`config.mk`:
```
export PLATFORM = sky130hd
export DESIGN_NAME = pipe_control
export DESIGN_NICKNAME = d
export VERILOG_FILES = /design/src/rtl/pipe_control.sv
export SDC_FILE = /design/constraint.sdc
export NUM_CORES = 1
export LEC_CHECK = 0
export BUFFER_PORTS_ARGS = -buffer_cell sky130_fd_sc_hd__buf_2
export CAP_MARGIN = 25
export CORE_MARGIN = 1.5
export CORE_UTILIZATION = 30
export CTS_CLUSTER_DIAMETER = 200
export CTS_CLUSTER_SIZE = 8
export DETAILED_ROUTE_END_ITERATION = 10
export PLACE_DENSITY = 0.45
export SLEW_MARGIN = 10
export SYNTH_ARGS = -nofsm -noshare
export SYNTH_HDL_FRONTEND = slang
export SYNTH_SLANG_ARGS = --single-unit
```
`constraint.sdc`:
```
create_clock -name clk -period 2.65 [get_ports clk]
set_input_delay 0.3975 -clock clk [delete_from_list [all_inputs] [get_ports clk]]
set_output_delay 0.3975 -clock clk [all_outputs]
set_load 0.005 [all_outputs]
```
`src/rtl/pipe_control.sv`:
```
// Pipeline valid/hold controller: per-stage move enables, branch flush, retire pulse, perf counters.
// Latency: load_en_o is combinational from stall_in/valid; valid_o, redirect_o, retire_o and counters are registered (1 cycle).
// Backpressure: stall_in[i] freezes stage i and ripples back through every occupied stage behind it; a stalled stage emits a bubble forward.
//
// Ports:
//   clk, rst      - clock, synchronous active-high reset
//   fetch_en      - new instruction available for stage 0
//   stall_in      - per-stage hold request
//   flush_req     - branch in FLUSH_STAGE is taken
//   valid_o       - per-stage occupancy (registered)
//   load_en_o     - per-stage datapath register enable (combinational)
//   redirect_o    - one-cycle pulse after an accepted flush
//   retire_o      - one-cycle pulse after the last stage hands off its instruction
//   *_cnt_o       - saturating stall / flush / retire counters
module pipe_control #(
  parameter int STAGES      = 5,
  parameter int FLUSH_STAGE = 2,
  parameter int CNT_W       = 32
) (
  input  logic              clk,
  input  logic              rst,
  input  logic              fetch_en,
  input  logic [STAGES-1:0] stall_in,
  input  logic              flush_req,
  output logic [STAGES-1:0] valid_o,
  output logic [STAGES-1:0] load_en_o,
  output logic              redirect_o,
  output logic              retire_o,
  output logic [CNT_W-1:0]  stall_cnt_o,
  output logic [CNT_W-1:0]  flush_cnt_o,
  output logic [CNT_W-1:0]  retire_cnt_o
);

  logic [STAGES-1:0] valid_q, valid_d;
  logic [STAGES-1:0] vld_eff;
  logic [STAGES-1:0] move;
  logic [STAGES-1:0] pass;
  logic              flush_acc;
  logic              retire_ev;
  logic              stall_ev;
  logic              redirect_q, retire_q;
  logic [CNT_W-1:0]  stall_cnt_q, stall_cnt_d;
  logic [CNT_W-1:0]  flush_cnt_q, flush_cnt_d;
  logic [CNT_W-1:0]  retire_cnt_q, retire_cnt_d;

  function automatic logic [CNT_W-1:0] sat_inc(input logic [CNT_W-1:0] c, input logic ev);
    if (ev && !(&c)) begin
      return c + CNT_W'(1);
    end
    return c;
  endfunction

  // While reset is held the pipe is treated as empty, so load enables
  // reduce to the inverted stall vector and no flush/retire can be seen.
  assign vld_eff = rst ? '0 : valid_q;
  assign pass    = vld_eff & ~stall_in;

  // Move ripples from writeback back toward fetch: an occupied stage may
  // only advance if the stage ahead of it is also advancing.
  always_comb begin
    logic ripple;
    ripple = 1'b0;
    move   = '0;
    for (int i = STAGES-1; i >= 0; i--) begin
      if (i == STAGES-1) begin
        ripple = ~stall_in[i];
      end else begin
        ripple = ~stall_in[i] & (~vld_eff[i] | ripple);
      end
      move[i] = ripple;
    end
  end

  assign load_en_o = move;

  // The branch itself must be able to step forward for the flush to take;
  // otherwise the request is dropped and retried by the producer.
  assign flush_acc = flush_req & vld_eff[FLUSH_STAGE] & ~stall_in[FLUSH_STAGE]
                   & move[FLUSH_STAGE+1];
  assign retire_ev = vld_eff[STAGES-1] & ~stall_in[STAGES-1];
  assign stall_ev  = |(vld_eff & stall_in);

  always_comb begin
    valid_d = valid_q;
    if (move[0]) begin
      valid_d[0] = fetch_en;
    end
    for (int i = 1; i < STAGES; i++) begin
      if (move[i]) begin
        valid_d[i] = pass[i-1];
      end
    end
    // Flush kills the branch's own slot and everything younger; the branch
    // has already been copied into FLUSH_STAGE+1 above.
    if (flush_acc) begin
      for (int j = 0; j <= FLUSH_STAGE; j++) begin
        valid_d[j] = 1'b0;
      end
    end
  end

  always_comb begin
    stall_cnt_d  = sat_inc(stall_cnt_q, stall_ev);
    flush_cnt_d  = sat_inc(flush_cnt_q, flush_acc);
    retire_cnt_d = sat_inc(retire_cnt_q, retire_ev);
  end

  always_ff @(posedge clk) begin
    if (rst) begin
      valid_q      <= '0;
      redirect_q   <= 1'b0;
      retire_q     <= 1'b0;
      stall_cnt_q  <= '0;
      flush_cnt_q  <= '0;
      retire_cnt_q <= '0;
    end else begin
      valid_q      <= valid_d;
      redirect_q   <= flush_acc;
      retire_q     <= retire_ev;
      stall_cnt_q  <= stall_cnt_d;
      flush_cnt_q  <= flush_cnt_d;
      retire_cnt_q <= retire_cnt_d;
    end
  end

  assign valid_o      = valid_q;
  assign redirect_o   = redirect_q;
  assign retire_o     = retire_q;
  assign stall_cnt_o  = stall_cnt_q;
  assign flush_cnt_o  = flush_cnt_q;
  assign retire_cnt_o = retire_cnt_q;

endmodule
```
; Word level (Yosys, flattened, before mapping)
; Index checks and enable logic that the tools add are counted.
[classes]
n_addsub = 3
n_mux = 7
n_bitwise = 24
reduce_logical = 11
[ops]
columns = op, count
row1 = $add 32x1->32 const B, 3
row2 = $mux 32, 3
row3 = $reduce_and 32->1, 3
row4 = $not 1->1, 9
row5 = $and 1x1->1, 8
row6 = $and 5x5->5, 1
row7 = $mux 5, 1
row8 = $reduce_or 5->1, 1
row9 = $and 4x4->4, 1
row10 = $not 4->4, 1
row11 = $or 1x1->1, 4
row12 = $logic_and 1x1->1, 3
row13 = $logic_not 1->1, 3
row14 = $mux 1, 3
row15 = $reduce_or 2->1, 1
[word_totals]
register_bits = 103
input_bits = 9
wordCells = 55

; Longest topological paths before layout
[depth]
ltp_word = 10
mapped_depth = 8
ltp_nobuf = 6

; Worst setup path before layout
; OpenSTA, ideal clock, no wires.
[synth_path]
path_kind = flip-flop to flip-flop
startpoint = reg retire_cnt_q[0] (netlist: retire_cnt_o[0])
endpoint = reg retire_cnt_q[1] (netlist: retire_cnt_o[1])
setup_time_ns = 0.128
arrival_time_ns = 1.996
required_time_ns = 2.522
path_slack_ns = 0.527
path_stages_with_launch = 9
path_buffers = 2
path_cell_list = dfxtp_1 ha_1 nand4_1 nor4_4 a31o_2 buf_2 buf_2 mux2i_1 nor2_1
[synth_via]
elab_chain_len = 4
[synth_lines]
columns = item, line_no
row1 = start: declaration, 44  ; logic [CNT_W-1:0] retire_cnt_q, retire_cnt_d;
row2 = start signal: assignment, 122  ; retire_cnt_q <= retire_cnt_d;
row3 = branches (longest 4 deep; another with $add 32x1->32), -
; Parallel ways; which one is timed is not known. The select of a mux whose other input is x is not followed.
; A chain may end at the register's enable or synchronous reset.

; Worst setup path after layout
[layout_path]
startpoint = reg flush_cnt_q[0] (netlist: flush_cnt_o[0])
endpoint = reg flush_cnt_q[28] (netlist: flush_cnt_o[28])
[layout_via]
elab_chain_len = 4
[layout_lines]
columns = item, line_no
row1 = start: declaration, 43  ; logic [CNT_W-1:0] flush_cnt_q, flush_cnt_d;
row2 = start signal: assignment, 121  ; flush_cnt_q <= flush_cnt_d;
row3 = branches (longest 4 deep; another with $add 32x1->32), -
; Parallel ways; which one is timed is not known. The select of a mux whose other input is x is not followed.

==> impl_table.tex <==
\begin{tabular}{lr}
\hline
Metric & Value \\
\hline
\multicolumn{2}{l}{\textbf{Placement}} \\
\quad Routability congestion estimate & 0.7813 \\
\quad Detailed placement HPWL & 11.17 mm \\
\quad Post-Place Setup Slack & 0.2979 ns \\
\quad Number of port buffers & 116 \\
\multicolumn{2}{l}{\textbf{Final layout}} \\
\quad Top library cells by usage in the layout, fill and taps aside & sky130\_fd\_sc\_hd\_\_buf\_2, sky130\_fd\_sc\_hd\_\_dfxtp\_1, sky130\_fd\_sc\_hd\_\_a21oi\_1 \\
\quad Layout net count & 760 \\
\quad Sequential cell area in the final layout & 2062 um2 \\
\quad Fraction of final layout cells with drive strength greater than 1 & 22.05\% \\
\quad Fill cells & 1794 \\
\quad Most common cell after layout, fill and taps aside & sky130\_fd\_sc\_hd\_\_buf\_2 \\
\quad Area used by multi-input combinational logic & 2998 um2 \\
\quad Area added between synthesis and finish & 22.62\% \\
\multicolumn{2}{l}{\textbf{Routing}} \\
\quad Final wirelength & 15.61 mm \\
\quad Number of vias after detailed routing & 5450 \\
\quad Via/cell ratio & 5.561 \\
\quad Routed Antenna Nets & 0 \\
\quad DRC Markers & 0 \\
\quad Violation count after the first detailed-route iteration & 273 \\
\quad First drt pass iteration count & 4 \\
\quad Detail-routed net length per standard cell & 15.93 um \\
\multicolumn{2}{l}{\textbf{Critical path}} \\
\quad Worst Path Class, Setup & reg -> reg \\
\quad Data required time at the worst endpoint & 2.93 ns \\
\quad Worst flop-to-flop path endpoint & flush\_cnt\_o[28] \\
\quad Worst EP arrival & 2.65 ns \\
\quad Launching instance or port of the critical path & flush\_cnt\_o[0] \\
\quad Nature of the critical path endpoint & flop \\
\quad Launch instance of the worst register-to-register path & flush\_cnt\_o[0] \\
\quad Register-to-register path setup slack & 0.28 ns \\
\quad Worst reg-to-reg path cell count & 6 \\
\quad Startpoint Class & flop \\
\quad Largest driver fanout on the critical path & 14 \\
\multicolumn{2}{l}{\textbf{Logic synthesis}} \\
\quad Sequential fraction of the synthesis area & 39.16\% \\
\quad Per-instance average area after synthesis & 8.371 um2 \\
\quad Count of warnings emitted by yosys & 0 \\
\quad Mapped Nets & 641 \\
\quad Most frequently used flop master after synthesis & sky130\_fd\_sc\_hd\_\_dfxtp\_1 \\
\quad Number of enable-type register cells in the synthesized netlist & 0 \\
\quad Area share of the largest cell type after synthesis & 39.16\% \\
\quad Netlist area before placement & 5265 um2 \\
\quad Biggest area contributors in the synthesized netlist & sky130\_fd\_sc\_hd\_\_dfxtp\_1, sky130\_fd\_sc\_hd\_\_a21oi\_1, sky130\_fd\_sc\_hd\_\_o31ai\_1, sky130\_fd\_sc\_hd\_\_or4\_1, sky130\_fd\_sc\_hd\_\_or3\_1 \\
\quad Most area-hungry cell type in the Yosys netlist & sky130\_fd\_sc\_hd\_\_dfxtp\_1 \\
\quad Yosys cell types & 62 \\
\quad Yosys reg bits & 103 \\
\quad Asr flop ratio synth & 0\% \\
\quad Post-Synthesis Cells & 629 \\
\multicolumn{2}{l}{\textbf{Clocking}} \\
\quad Clock transition at the registers of the reported paths & 0.07 ns \\
\quad Clock latency reported for the late side of the worst-skew pair & 0.35 ns \\
\quad Total clock buffers created by CTS & 9 \\
\quad CTS root buf & sky130\_fd\_sc\_hd\_\_clkbuf\_16 \\
\quad TritonCTS clock tree & done \\
\quad Number of gates resized after CTS & 0 \\
\quad Longest Clk Path Bufs & 2 \\
\quad Number of clock sinks seen by CTS & 103 \\
\quad Htree depth & 3 \\
\quad Number of buffers inserted for hold repair after clock tree synthesis & 0 \\
\quad Buffers inserted by post-CTS timing repair & 0 \\
\multicolumn{2}{l}{\textbf{Timing}} \\
\quad Max Fclk & 421.9 MHz \\
\quad Max-slew violations & 0 \\
\quad Clock skew & 0.006808 ns \\
\quad Min Clock Period, post-route & 2.370 ns \\
\quad Final WS setup & 0.2798 ns \\
\quad Final-report hold violation count & 0 \\
\quad Transition time at the pin with the least slew margin & 0.6766 ns \\
\quad Final Hold Slack & 0.3059 ns \\
\quad Setup TNS & 0 ns \\
\quad Worst slew slack as a fraction of its limit & 54.48\% \\
\quad Finish-stage setup viols & 0 \\
\quad Final worst-path cycle share & 89.44\% \\
\quad Setup repair after global routing missed its margin & false \\
\multicolumn{2}{l}{\textbf{Global route}} \\
\quad Total global routing track utilization & 17.09\% \\
\quad Vias in the first global route & 4876 \\
\quad Number of antenna violations at the first check in global routing & 2 \\
\quad Overall overflow remaining after global route & 0 \\
\quad Largest net degree at the start of global routing & 55 \\
\quad First-pass GRT wire length & 25.03 mm \\
\multicolumn{2}{l}{\textbf{Pwr}} \\
\quad Leakage power of the design & 0.002321 uW \\
\quad Power density normalized to cell area & 462.9 nW/um2 \\
\quad Worst VDD drop & 0.3087 mV \\
\quad Power consumption & 2989 uW \\
\multicolumn{2}{l}{\textbf{Floorplanning}} \\
\quad I/O pin cnt & 117 \\
\quad Effective utilization at floorplan & 30.55\% \\
\quad Std cell rows & 48 \\
\quad Die boundary height & 135.5 um \\
\quad Core Footprint & 17240 um2 \\
\quad Die boundary width & 135.5 um \\
\quad Floorplan die area & 18350 um2 \\
\multicolumn{2}{l}{\textbf{Min path}} \\
\quad Count of cells along the worst hold path & 2 \\
\quad Worst Min Path Start & rst \\
\quad Type of the worst min-delay path & in -> reg \\
\quad WHS Endpoint & valid\_o[3] \\
\multicolumn{2}{l}{\textbf{Run status}} \\
\quad Run status & complete, no violations \\
\multicolumn{2}{l}{\textbf{Run}} \\
\quad Max-cap violation count & 0 \\
\hline
\end{tabular}
[critical path, cell delays in order (launching register included)]
cell	delay [ns]
sky130_fd_sc_hd__dfxtp_1	0.45
sky130_fd_sc_hd__ha_1	0.21
sky130_fd_sc_hd__nand3_1	0.15
sky130_fd_sc_hd__nor3_1	0.44
sky130_fd_sc_hd__nand3_2	0.33
sky130_fd_sc_hd__or4_1	0.56
sky130_fd_sc_hd__a21oi_1	0.16
[cells by family (layout without fill, tap and decap cells)]
family	after synthesis	after routing	synth area share [%]
simple gates	282	282	31.94
compound gates	177	177	20.58
flops	103	103	39.16
buf+inv	45	169	3.993
mux	12	12	2.448
xor+xnor	7	7	1.164
fa+ha+maj	3	3	0.7130
other cells	0	2	0
[Yosys cell counts, types with 3 or more instances]
| master | count |
|---|---|
| sky130_fd_sc_hd__dfxtp_1 | 103 |
| sky130_fd_sc_hd__a21oi_1 | 76 |
| sky130_fd_sc_hd__nand2_1 | 49 |
| sky130_fd_sc_hd__o31ai_1 | 46 |
| sky130_fd_sc_hd__or4_1 | 43 |
| sky130_fd_sc_hd__nor2_1 | 32 |
| sky130_fd_sc_hd__or3_1 | 32 |
| sky130_fd_sc_hd__nand3_1 | 30 |
| sky130_fd_sc_hd__nand4_1 | 30 |
| sky130_fd_sc_hd__o21ai_1 | 18 |
| sky130_fd_sc_hd__clkbuf_1 | 16 |
| sky130_fd_sc_hd__inv_1 | 13 |
| sky130_fd_sc_hd__and4_1 | 10 |
| sky130_fd_sc_hd__o21ai_0 | 10 |
| sky130_fd_sc_hd__and3_1 | 9 |
| sky130_fd_sc_hd__buf_2 | 8 |
| sky130_fd_sc_hd__mux2_1 | 7 |
| sky130_fd_sc_hd__nor2b_1 | 7 |
| sky130_fd_sc_hd__nor3_1 | 7 |
| sky130_fd_sc_hd__nor4_1 | 7 |
| sky130_fd_sc_hd__mux2i_1 | 5 |
| sky130_fd_sc_hd__and2_1 | 4 |
| sky130_fd_sc_hd__o211ai_1 | 4 |
| sky130_fd_sc_hd__xnor2_1 | 4 |
| sky130_fd_sc_hd__a211oi_1 | 3 |
| sky130_fd_sc_hd__buf_1 | 3 |
| sky130_fd_sc_hd__ha_1 | 3 |
| sky130_fd_sc_hd__nand2b_1 | 3 |
| sky130_fd_sc_hd__nor3_2 | 3 |
| sky130_fd_sc_hd__o31a_1 | 3 |
| sky130_fd_sc_hd__o41ai_1 | 3 |
| sky130_fd_sc_hd__xor2_1 | 3 |
[flip-flops by register name, indices dropped and copies added, names as in the netlist]
| register | count |
|---|---|
| flush_cnt_o | 32 |
| redirect_o | 1 |
| retire_o | 1 |
| stall_cnt_o | 32 |
| retire_cnt_o | 32 |
| valid_o | 5 |
[power by group]
group | leakage [uW] | internal (uW) | switching (uW)
combinational | 0.00135 | 22.8 | 55.7
sequential | 0.000829 | 1550 | 3.77
clock | 0.000140 | 759 | 598
total | 0.00232 | 2330 | 658
[worst max-delay path by stage]
stage / endpoint / slack, ns / cells after the start
2_1_floorplan: retire_cnt_o[1] / 0.53 / 8
4_1_cts: flush_cnt_o[28] / 0.28 / 6
3_3_place_gp: flush_cnt_o[20] / 0.37 / 7
6_report: flush_cnt_o[28] / 0.28 / 6
3_5_place_dp: flush_cnt_o[28] / 0.30 / 7
5_1_grt: flush_cnt_o[28] / 0.02 / 6
[routing by layer]
metal / vias to the layer above / track usage (%) / share of wire [%]
met5: - / 0 / 0
met4: 0 / 6.272 / 1.8
met3: 19 / 4.040 / 6.0
met2: 128 / 27.38 / 46
met1: 2617 / 22.35 / 46
li1: 2686 / - / -
[area by class of cell]
class / count / share of cell area, %
Tap cell: 225 / 4.360
Inverter: 15 / 1.066
Sequential cell: 103 / 31.94
Clock buffer: 13 / 3.876
Clock inverter: 3 / 0.6589
Multi-Input combinational cell: 481 / 46.43
Antenna cell: 2 / 0.07752
Timing Repair Buffer: 138 / 11.59
[per-stage QoR]
step | utilization, % | area [um2] | std cells
finish | 37.46 | 6456 | 980
global route | 37.44 | 6454 | 979
CTS | 37.43 | 6451 | 978
detailed placement | 35.73 | 6158 | 962
global placement | 35.73 | 6158 | 962
floorplan | - | 5265 | 629
(Power assumes the default switching activity.)
